--- src/rtl/instr_fetch_pkg.sv ---
// Shared definitions for the instruction fetch stage and its neighbours:
// opcode constants, the fetch FSM state type and the instruction width.
package instr_fetch_pkg;

  localparam int INSTR_W = 32;

  localparam logic [5:0] OP_RTYPE = 6'b000000;
  localparam logic [5:0] OP_ITYPE = 6'b000001;
  localparam logic [5:0] OP_LW    = 6'b100010;
  localparam logic [5:0] OP_LWI   = 6'b100011;
  localparam logic [5:0] OP_SW    = 6'b101010;
  localparam logic [5:0] OP_BEQ   = 6'b000100;
  localparam logic [5:0] OP_BNE   = 6'b000110;
  localparam logic [5:0] OP_J     = 6'b010000;

  typedef enum logic [1:0] {
    S_BOOT = 2'd0,
    S_REQ  = 2'd1,
    S_HOLD = 2'd2,
    S_DROP = 2'd3
  } fetch_state_t;

endpackage

--- src/rtl/instr_fetch_next_pc_calc.sv ---
// next_pc_calc: combinational redirect decision and target address for the
// instruction held in IF/ID. Jump wins over branch when both are asserted.
module next_pc_calc
  import instr_fetch_pkg::*;
#(
  parameter int ADDR_W = 32
) (
  input  logic               en,
  input  logic [INSTR_W-1:0] instr,
  input  logic [ADDR_W-1:0]  pc_plus4,
  input  logic               jump,
  input  logic               branch,
  input  logic               zero,
  output logic               taken,
  output logic [ADDR_W-1:0]  target
);

  // Bits of pc_plus4 kept by a jump (everything above the 28-bit region).
  localparam logic [ADDR_W-1:0] HI_MASK = ~ADDR_W'(28'hFFF_FFFF);

  logic                cond;
  logic [ADDR_W-1:0]   jump_tgt;
  logic [ADDR_W-1:0]   br_off;
  logic [ADDR_W-1:0]   br_tgt;

  // Branch condition (BEQ on zero, others on not-zero) and both target forms.
  always_comb begin
    cond     = (instr[31:26] == OP_BEQ) ? zero : ~zero;
    taken    = en & (jump | (branch & cond));
    jump_tgt = (pc_plus4 & HI_MASK) | ADDR_W'({instr[25:0], 2'b00});
    br_off   = {{(ADDR_W-18){instr[15]}}, instr[15:0], 2'b00};
    br_tgt   = pc_plus4 + br_off;
    target   = jump ? jump_tgt : br_tgt;
  end

endmodule

--- src/rtl/instr_fetch.sv ---
// instr_fetch: owns the PC, fetches instructions over a req/ack handshake and
// presents them in the IF/ID register. Optional performance counters are
// enabled with the IF_PERF_CNT_EN macro.
//
// Handshake: imem_req is raised in S_REQ/S_DROP and held with a stable
// imem_addr until the cycle imem_ack is high; that cycle carries imem_rdata
// and completes the request. imem_req is a function of state only.
module instr_fetch
  import instr_fetch_pkg::*;
#(
  parameter int                ADDR_W   = 32,
  parameter logic [ADDR_W-1:0] RESET_PC = '0
) (
  input  logic               clk,
  input  logic               rst_n,
  output logic               imem_req,
  output logic [ADDR_W-1:0]  imem_addr,
  input  logic               imem_ack,
  input  logic [INSTR_W-1:0] imem_rdata,
  output logic               id_valid,
  output logic [INSTR_W-1:0] id_instr,
  output logic [5:0]         id_opcode,
  output logic [ADDR_W-1:0]  id_pc_plus4,
  input  logic               id_stall,
  input  logic               ctl_jump,
  input  logic               ctl_branch,
  input  logic               alu_zero,
`ifdef IF_PERF_CNT_EN
  output logic [31:0]        perf_fetch,
  output logic [31:0]        perf_flush,
  output logic [31:0]        perf_stall,
`endif
  output fetch_state_t       dbg_state
);

  fetch_state_t       state, state_nxt;
  logic [ADDR_W-1:0]  pc, redir_pc, pc_plus4, target;
  logic [INSTR_W-1:0] skid;
  logic               taken, consume;
  logic               id_load_mem, id_load_skid, skid_wr, pc_inc;
  logic               pc_to_target, save_target, pc_from_redir;

  assign pc_plus4  = pc + ADDR_W'(4);
  assign consume   = id_valid & ~id_stall;
  assign imem_req  = (state == S_REQ) || (state == S_DROP);
  assign imem_addr = pc;
  assign id_opcode = id_instr[31:26];
  assign dbg_state = state;

  next_pc_calc #(.ADDR_W(ADDR_W)) u_next_pc (
    .en       (consume),
    .instr    (id_instr),
    .pc_plus4 (id_pc_plus4),
    .jump     (ctl_jump),
    .branch   (ctl_branch),
    .zero     (alu_zero),
    .taken    (taken),
    .target   (target)
  );

  // FSM state register.
  always_ff @(posedge clk or negedge rst_n) begin
    if (!rst_n) state <= S_BOOT;
    else        state <= state_nxt;
  end

  // Next state and datapath strobes; a taken redirect overrides any fetch.
  always_comb begin
    state_nxt     = state;
    id_load_mem   = 1'b0;
    id_load_skid  = 1'b0;
    skid_wr       = 1'b0;
    pc_inc        = 1'b0;
    pc_to_target  = 1'b0;
    save_target   = 1'b0;
    pc_from_redir = 1'b0;
    case (state)
      S_BOOT: state_nxt = S_REQ;
      S_REQ: begin
        if (taken) begin
          // With ack the wrong-path word is simply dropped; without it the
          // request must finish at its current address first.
          if (imem_ack) pc_to_target = 1'b1;
          else begin
            save_target = 1'b1;
            state_nxt   = S_DROP;
          end
        end else if (imem_ack) begin
          if (id_stall) begin
            skid_wr   = 1'b1;
            state_nxt = S_HOLD;
          end else begin
            id_load_mem = 1'b1;
            pc_inc      = 1'b1;
          end
        end
      end
      S_HOLD: begin
        if (!id_stall) begin
          state_nxt = S_REQ;
          if (taken) pc_to_target = 1'b1;
          else begin
            id_load_skid = 1'b1;
            pc_inc       = 1'b1;
          end
        end
      end
      S_DROP: begin
        if (imem_ack) begin
          pc_from_redir = 1'b1;
          state_nxt     = S_REQ;
        end
      end
      default: state_nxt = S_BOOT;
    endcase
  end

  // PC, redirect target, skid and IF/ID registers.
  always_ff @(posedge clk or negedge rst_n) begin
    if (!rst_n) begin
      pc          <= RESET_PC;
      redir_pc    <= RESET_PC;
      skid        <= '0;
      id_valid    <= 1'b0;
      id_instr    <= '0;
      id_pc_plus4 <= '0;
    end else begin
      if (pc_to_target)       pc <= target;
      else if (pc_from_redir) pc <= redir_pc;
      else if (pc_inc)        pc <= pc_plus4;

      if (save_target) redir_pc <= target;

      if (skid_wr)    skid <= imem_rdata;
      else if (taken) skid <= '0;

      if (id_load_mem) begin
        id_valid    <= 1'b1;
        id_instr    <= imem_rdata;
        id_pc_plus4 <= pc_plus4;
      end else if (id_load_skid) begin
        id_valid    <= 1'b1;
        id_instr    <= skid;
        id_pc_plus4 <= pc_plus4;
      end else if (consume) begin
        id_valid <= 1'b0;
      end
    end
  end

`ifdef IF_PERF_CNT_EN
  // Saturating counters: accepted words, taken redirects, hold/drop cycles.
  always_ff @(posedge clk or negedge rst_n) begin
    if (!rst_n) begin
      perf_fetch <= '0;
      perf_flush <= '0;
      perf_stall <= '0;
    end else begin
      if ((id_load_mem | skid_wr) && perf_fetch != '1) perf_fetch <= perf_fetch + 32'd1;
      if (taken && perf_flush != '1)                   perf_flush <= perf_flush + 32'd1;
      if ((state == S_HOLD || state == S_DROP) && perf_stall != '1)
        perf_stall <= perf_stall + 32'd1;
    end
  end
`endif

endmodule

--- config.mk ---
export PLATFORM = sky130hd
export DESIGN_NAME = instr_fetch
export DESIGN_NICKNAME = d
export VERILOG_FILES = /design/src/rtl/instr_fetch_pkg.sv /design/src/rtl/instr_fetch_next_pc_calc.sv /design/src/rtl/instr_fetch.sv
export SDC_FILE = /design/constraint.sdc
export NUM_CORES = 1
export LEC_CHECK = 0
export CAP_MARGIN = 10
export CELL_PAD_IN_SITES_DETAIL_PLACEMENT = 0
export CELL_PAD_IN_SITES_GLOBAL_PLACEMENT = 1
export CORE_UTILIZATION = 30
export CTS_BUF_LIST = sky130_fd_sc_hd__clkbuf_2
export DETAILED_ROUTE_END_ITERATION = 16
export MAX_ROUTING_LAYER = met4
export PLACE_DENSITY_LB_ADDON = 0.1
export RECOVER_POWER = 50
export REMOVE_ABC_BUFFERS = 1
export SLEW_MARGIN = 25
export SYNTH_ARGS = -nofsm -noshare
export SYNTH_HDL_FRONTEND = slang
export SYNTH_SLANG_ARGS = --single-unit
--- constraint.sdc ---
create_clock -name clk -period 3 [get_ports clk]
set_input_delay 0.6 -clock clk [delete_from_list [all_inputs] [get_ports clk]]
set_output_delay 0.6 -clock clk [all_outputs]
set_load 0.05 [all_outputs]
==> results of run 1 <==
[placed cells by master (no fill, tap or decap), types with 6 or more instances in the layout]
master / netlist / routed
o21ai_1: 13 / 18
clkbuf_2: 0 / 21
nor2b_1: 8 / 6
xnor2_1: 32 / 31
ha_1: 33 / 31
and3_1: 11 / 11
xor2_1: 23 / 22
nand3_1: 52 / 52
dfrtp_1: 163 / 160
nand4_1: 11 / 11
o211ai_1: 9 / 9
buf_12: 0 / 6
o21ai_0: 50 / 45
and2_1: 6 / 6
buf_4: 10 / 92
nor3_1: 15 / 15
o22ai_1: 33 / 33
a21oi_1: 133 / 131
nor2_1: 130 / 130
o21bai_1: 6 / 6
a21o_1: 15 / 15
inv_1: 13 / 13
mux2i_1: 12 / 12
o21a_1: 7 / 7
clkdlybuf4s50_1: 0 / 140
nand2_1: 154 / 154
[synth_stat cells, types with 6 or more instances]
library cell	n
mux2i_1	12
buf_2	14
o21ai_1	13
xnor2_1	32
xor2_1	23
nor2b_1	8
a21o_1	15
inv_1	13
o211ai_1	9
buf_6	6
nor2_1	130
buf_4	10
and3_1	11
ha_1	33
o21bai_1	6
o21a_1	7
and2_1	6
o21ai_0	50
nand3_1	52
nor3_1	15
a21oi_1	133
clkbuf_1	50
nand2_1	154
dfrtp_1	163
o22ai_1	33
nand4_1	11
[routing by layer]
layer	part of all wire (%)	GRT usage, %
met1	49	29.9
met2	47	34.5
met3	3.8	3.31
met4	0.84	3.79
met5	0	-
[final cells by class]
| type | count | share of cell area [%] |
|---|---|---|
| Multi-Input combinational cell | 848 | 41.7 |
| Sequential cell | 163 | 33.1 |
| Timing Repair Buffer | 249 | 18.5 |
| Tap cell | 396 | 4.02 |
| Clock inverter | 14 | 1.58 |
| Clock buffer | 17 | 0.691 |
| Inverter | 13 | 0.396 |
| Antenna cell | 1 | 0.0203 |
[per-stage QoR]
| step | cells | TNS (ps) |
|---|---|---|
| 2_1_floorplan | 1024 | -291720 |
| 3_3_place_gp | 1662 | -108 |
| 3_5_place_dp | 1662 | -203 |
| 4_1_cts | 1694 | -109 |
| 5_1_grt | 1701 | -864 |
| 6_report | 1701 | 0 |
[flip-flops by register name (all words and copies together), names as in the netlist]
register,flops
id_valid,1
id_instr,32
imem_addr,32
redir_pc,32
skid,32
dbg_state,2
id_pc_plus4,32
[logic make-up after synthesis]
family | share of synthesized area (%)
simple gates | 19.5
compound gates | 21.4
flops | 42.7
buf+inv | 4.70
xor+xnor | 5.04
fa+ha+maj | 4.53
mux | 2.08
[worst paths after layout]
path	to	slack, ps	cells after the start
worst min-delay path	skid[26]$_DFFE_PN0P_	360	3
worst max register to register	redir_pc[30]$_DFFE_PN0P_	20	11
worst min register to register	redir_pc[13]$_DFFE_PN0P_	520	2
worst max-delay path	redir_pc[30]$_DFFE_PN0P_	20	11
max in group asynchronous	redir_pc[12]$_DFFE_PN0P_	410	4
min in group asynchronous	imem_addr[21]$_DFFE_PN0P_	610	2
[what timing repair did]
item	4_1_cts	5_1_grt
gates resized for setup	4	24
hold buffers	1	0
setup endpoints to repair	16	21
setup buffers	0	6
endpoints found under the hold margin	41	0
pin swaps	1	18
[tightest hold or removal path, cell delays in order]
cell             delay (ps)
clkdlybuf4s50_1         420
nand2_1                  60
nand2_1                  40
==> metrics.txt, run 1 <==
status=completed; DP Wirelength=24.8 mm; setup ws final=16.9 ps; fin util=39.8%; Synth top area share=42.7%; largest stage delay on the critical path=490 ps; Vias=8810; Clock Pin Slew Worst Setup and Hold Paths=320 ps; Synth Flop Type=dfrtp_1; die width=180 um; Area Growth Syn to Fin=28.9%; RSZ-0062 raised after global routing=true; DP Area=12000 um^2; max cap viols=0; Critical Path RT=3630 ps; Critical Path AT=3610 ps; Final Cycle Share=99.4%; Layout Nets=1365; GRT Resource Usage Total=21.9%; num rows=64; largest net degree at the start of global routing=65; critical path's top delay family=compound AO/OA/AOI/OAI gates; Post-Syn Area per Cell=8.65 um^2; pre-CTS WS=-86.2 ps; H-tree lvl count=4; final hold vios=0; vias in the first global route=8761; core area=31000 um^2; Port Buf Inserts=144; fin. max-slew vios=0; cells after synthesis=1104; DR iter-0 viols=600; number of routed nets with antenna violations=0; Initial Util=30.8%; io pins=145; die area=32600 um^2; worst-margin pin slew=1250 ps; area of the multi-input gates=5130 um^2; Fmax=0.335 GHz; r2r startpoint=id_pc_plus4[2]$_DFFE_PN0P_; worst min-delay path class=in -> reg; Routed WL=33.9 mm; register area share after synthesis=42.7%; Min Clock Period, post-route=2980 ps; fillers=3195; drt drc=0; CP Buf/Inv Count=0; Initial DRT Pass Iterations=5; Worst Setup SP=id_pc_plus4[2]$_DFFE_PN0P_; synth top area cells=dfrtp_1 (43%), a21oi_1 (7.0%), nand2_1 (6.1%); Hold Crit Start=imem_rdata[26]; vias per inst=5.18; Netlist cell types=81; Root Buffer=clkbuf_2; area of the mapped netlist=9550 um^2; CTS tree=yes; initial antenna violation count=1; Critical Path, Cell by Cell=ha_2, fa_2, a21oi_4, o21ai_4, a2111oi_4, nor3_2, nor3_4, o31ai_4, a221oi_2, xor2_1, o31ai_1; global route overflow=0; max_slew headroom=16.6%; hold_ws=360 ps; Setup-failing EPs final=0; Die Ht=180 um; clk sinks=163; FFs w/ async S/R, synth=100%; worst clock skew=64.1 ps; FF+latch area=4080 um^2; share of cells above drive strength 1=14.2%; crit path max-delay cell type=a2111oi_4; Syn. warnings=0; routability congestion estimate=0.852; Yosys top cell by area=dfrtp_1; CP endpoint kind=flop; clk_lat worst skew=760 ps; worst setup path class=reg -> reg; fin area=12300 um^2; nature of the critical path startpoint=flop; DR WL/cell=20.0 um; EDFF count, synth=0; Max FO, Critical Path=3; #FFs+latches synth=163; CTS Buf Count=17; clk buf depth=2; first-pass GRT wire length=53.4 mm
Power of run 1 is left out: the tool's default activity adds up to more than one toggle a clock period on the data nets, which glitch-free logic cannot reach.
==> run 2, diff against run 1 <==
--- a/config.mk
+++ b/config.mk
@@ -10,6 +10,7 @@
 export CELL_PAD_IN_SITES_GLOBAL_PLACEMENT = 1
 export CORE_UTILIZATION = 30
 export CTS_BUF_LIST = sky130_fd_sc_hd__clkbuf_2
+export CTS_CLUSTER_SIZE = 40
 export DETAILED_ROUTE_END_ITERATION = 16
 export MAX_ROUTING_LAYER = met4
 export PLACE_DENSITY_LB_ADDON = 0.1
==> results of run 2 <==
Same layout as run 1: the final DEF is identical, and so are final timing and power.
Power of run 2 is left out for the same reason.
==> run 3, diff against run 2 <==
--- a/config.mk
+++ b/config.mk
@@ -8,11 +8,11 @@
 export CAP_MARGIN = 10
 export CELL_PAD_IN_SITES_DETAIL_PLACEMENT = 0
 export CELL_PAD_IN_SITES_GLOBAL_PLACEMENT = 1
+export CORE_MARGIN = 5
 export CORE_UTILIZATION = 30
 export CTS_BUF_LIST = sky130_fd_sc_hd__clkbuf_2
 export CTS_CLUSTER_SIZE = 40
 export DETAILED_ROUTE_END_ITERATION = 16
-export MAX_ROUTING_LAYER = met4
 export PLACE_DENSITY_LB_ADDON = 0.1
 export RECOVER_POWER = 50
 export REMOVE_ABC_BUFFERS = 1
==> run 3 against run 2 <==
- the flow now finishes with violations (capacitance limit, slew limit)
- sequential share of layout area is 0.54 points higher
- register-to-register slack better by 110 ps
- final cell count shrank 1.0%
- flip-flop and latch count unchanged
- cell area fell by 1.6%
- fmax grew 4.0%
- hold slack worse by 9.2 ps
- wire length down 1.0%
- clock skew down 29 ps
- count of clock-buffer cells in the layout did not move
- first-iteration DRC count is 7.5% lower
==> metrics.txt, run 3 (synthesized netlist as in run 1, its figures left out) <==
GRT Resource Usage Total=18.8% (-3.0 points); Routed WL=33.6 mm (-1.0%); Critical Path AT=3540 ps (-70 ps); Initial DRT Pass Iterations=5 (unchanged); most frequent cells in the layout=dfrtp_1 (161), nand2_1 (154), clkdlybuf4s50_1 (140); worst clock skew=34.6 ps (-29.5 ps); die width=188 um (+4.4%); Min Clock Period, post-route=2870 ps (-114 ps); Vias=8674 (-1.5%); Hold Crit Start=imem_rdata[3]; CP endpoint kind=flop; DR iter-0 viols=555 (-7.5%); share of cells above drive strength 1=12.0% (-2.2 points); GRT Max-Usage Layer=met2; Die Ht=188 um (+4.4%); Initial Util=30.4% (-0.47 points); commonest non-fill, non-tap cell in the layout=dfrtp_1; largest net degree at the start of global routing=65 (unchanged); clk sinks=163 (unchanged); num rows=65 (+1.6%); initial antenna violation count=1 (unchanged); Reg2Reg Depth=10 (-1); Clock Pin Slew Worst Setup and Hold Paths=250 ps (-70 ps); worst setup path class=reg -> reg; clk buf depth=2 (unchanged); GR Util met2=28.8% (-5.7 points); Worst Hold Depth=3 (unchanged); FF+latch area=4080 um^2 (about the same); worst-margin pin slew=1570 ps (+315 ps); routability congestion estimate=0.829 (-2.7%); DP Wirelength=24.4 mm (-1.6%); Critical Path RT=3670 ps (+40 ps); vias in the first global route=8618 (-1.6%); worst min-delay path class=in -> reg; worst reg2reg setup slack=130 ps (+110 ps); first-pass GRT wire length=52.6 mm (-1.5%); io pins=145 (unchanged); Root Buffer=clkbuf_2; vias per inst=5.15 (-0.55%); Final Cycle Share=95.6% (-3.8 points); core area=31500 um^2 (+1.6%); grt met1 use=28.1% (-1.7 points); RSZ-0062 raised after global routing=false; clk_lat worst skew=770 ps (about the same); Setup-failing EPs final=0 (unchanged); Layout Nets=1342 (-1.7%); Fmax=0.349 GHz (+4.0%); failing checks=capacitance limit, slew limit; setup TNS=0 ps (unchanged); fin. max-slew vios=58 (+58); Port Buf Inserts=144 (unchanged); max cap viols=1 (+1); fin area=12100 um^2 (-1.6%); status=finished with violations; area of the multi-input gates=5090 um^2 (-0.80%); fillers=3265 (+2.2%); fin util=38.5% (-1.3 points); drt drc=0 (unchanged); Max FO, Critical Path=4 (+1); CTS tree=yes; Area Growth Syn to Fin=26.8%; number of routed nets with antenna violations=0 (unchanged); DP Area=11800 um^2 (-1.0%); CTS Buf Count=17 (unchanged); r2r startpoint=id_instr[1]$_DFFE_PN0P_; nature of the critical path startpoint=flop; H-tree lvl count=4 (unchanged); DR WL/cell=19.9 um (about the same); die area=35500 um^2 (+9.1%); post-route insts no fill=1684 (-1.0%); global route overflow=0 (unchanged); grt met3 use=3.30% (-0.017 points); RR Endpoint=imem_addr[27]$_DFFE_PN0P_; final hold vios=0 (unchanged); Hold EP=skid[3]$_DFFE_PN0P_; max_slew headroom=-4.36% (-21 points); dpl cells=1647 (-0.90%)
## run 3: cell types whose count changed in the layout (fill, tap and decap cells not counted), sizes merged
cell and change:
buf -20, clkdlybuf4s15 +1, clkinv +6, inv -5
clkinvlp -1, clkbuf -4
## run 3: how the worst max path moves through the flow
stage | start | end | slack [ps] | cells after the start
2_1_floorplan | id_instr[28]$_DFFE_PN0P_ | id_pc_plus4[0]$_DFFE_PN0P_ | -4360 | 7
3_3_place_gp | id_instr[0]$_DFFE_PN0P_ | imem_addr[30]$_DFFE_PN0P_ | -30 | 11
3_5_place_dp | id_instr[0]$_DFFE_PN0P_ | imem_addr[30]$_DFFE_PN0P_ | -70 | 11
4_1_cts | dbg_state[1]$_DFFE_PN0P_ | imem_req | -30 | 4
5_1_grt | id_pc_plus4[4]$_DFFE_PN0P_ | imem_addr[27]$_DFFE_PN0P_ | 6 | 10
6_report | id_instr[1]$_DFFE_PN0P_ | imem_addr[27]$_DFFE_PN0P_ | 130 | 10
## run 3: metal layers
layer	vias up	routed length, um	share of wire, %
met3	21	1320	3.9
met4	0	316	0.94
met5	-	0	0
met1	4237	16800	50
met2	190	15200	45
li1	4226	-	-
## run 3: layout make-up
type | count | area share [%]
inverter | 13 | 0.403
multi-input combinational | 848 | 42.0
timing repair buffer | 226 | 17.8
clock inverter | 14 | 1.19
antenna | 1 | 0.0207
clock buffer | 17 | 0.702
sequential | 163 | 33.7
tap | 402 | 4.15
## run 3: metrics by stage
stage	worst slack [ps]	hold WS, ps
after global placement	-30.6	461
after floorplan	-4360	304
after global routing	6.12	230
final	131	351
after detailed placement	-72.3	465
after CTS	-30.2	259
## run 3: timing repair
| item | 4_1_cts | 5_1_grt |
|---|---|---|
| cloned | 0 | 0 |
| resized for setup | 5 | 15 |
| setup buffers | 0 | 4 |
| hold endpoints to repair | 55 | 0 |
| pin swaps | 1 | 8 |
| hold buffers | 1 | 0 |
| endpoints found under the setup margin | 12 | 15 |
## run 3: worst max-delay path, stage by stage (launching register included)
cell,delay [ps]
dfrtp_1,490
ha_1,350
a21oi_4,170
o211ai_4,130
a31oi_4,270
o21ai_4,100
o311a_4,410
or3_1,360
xor2_1,160
mux2i_2,230
o21ai_1,100
Power of run 3 is left out for the same reason.
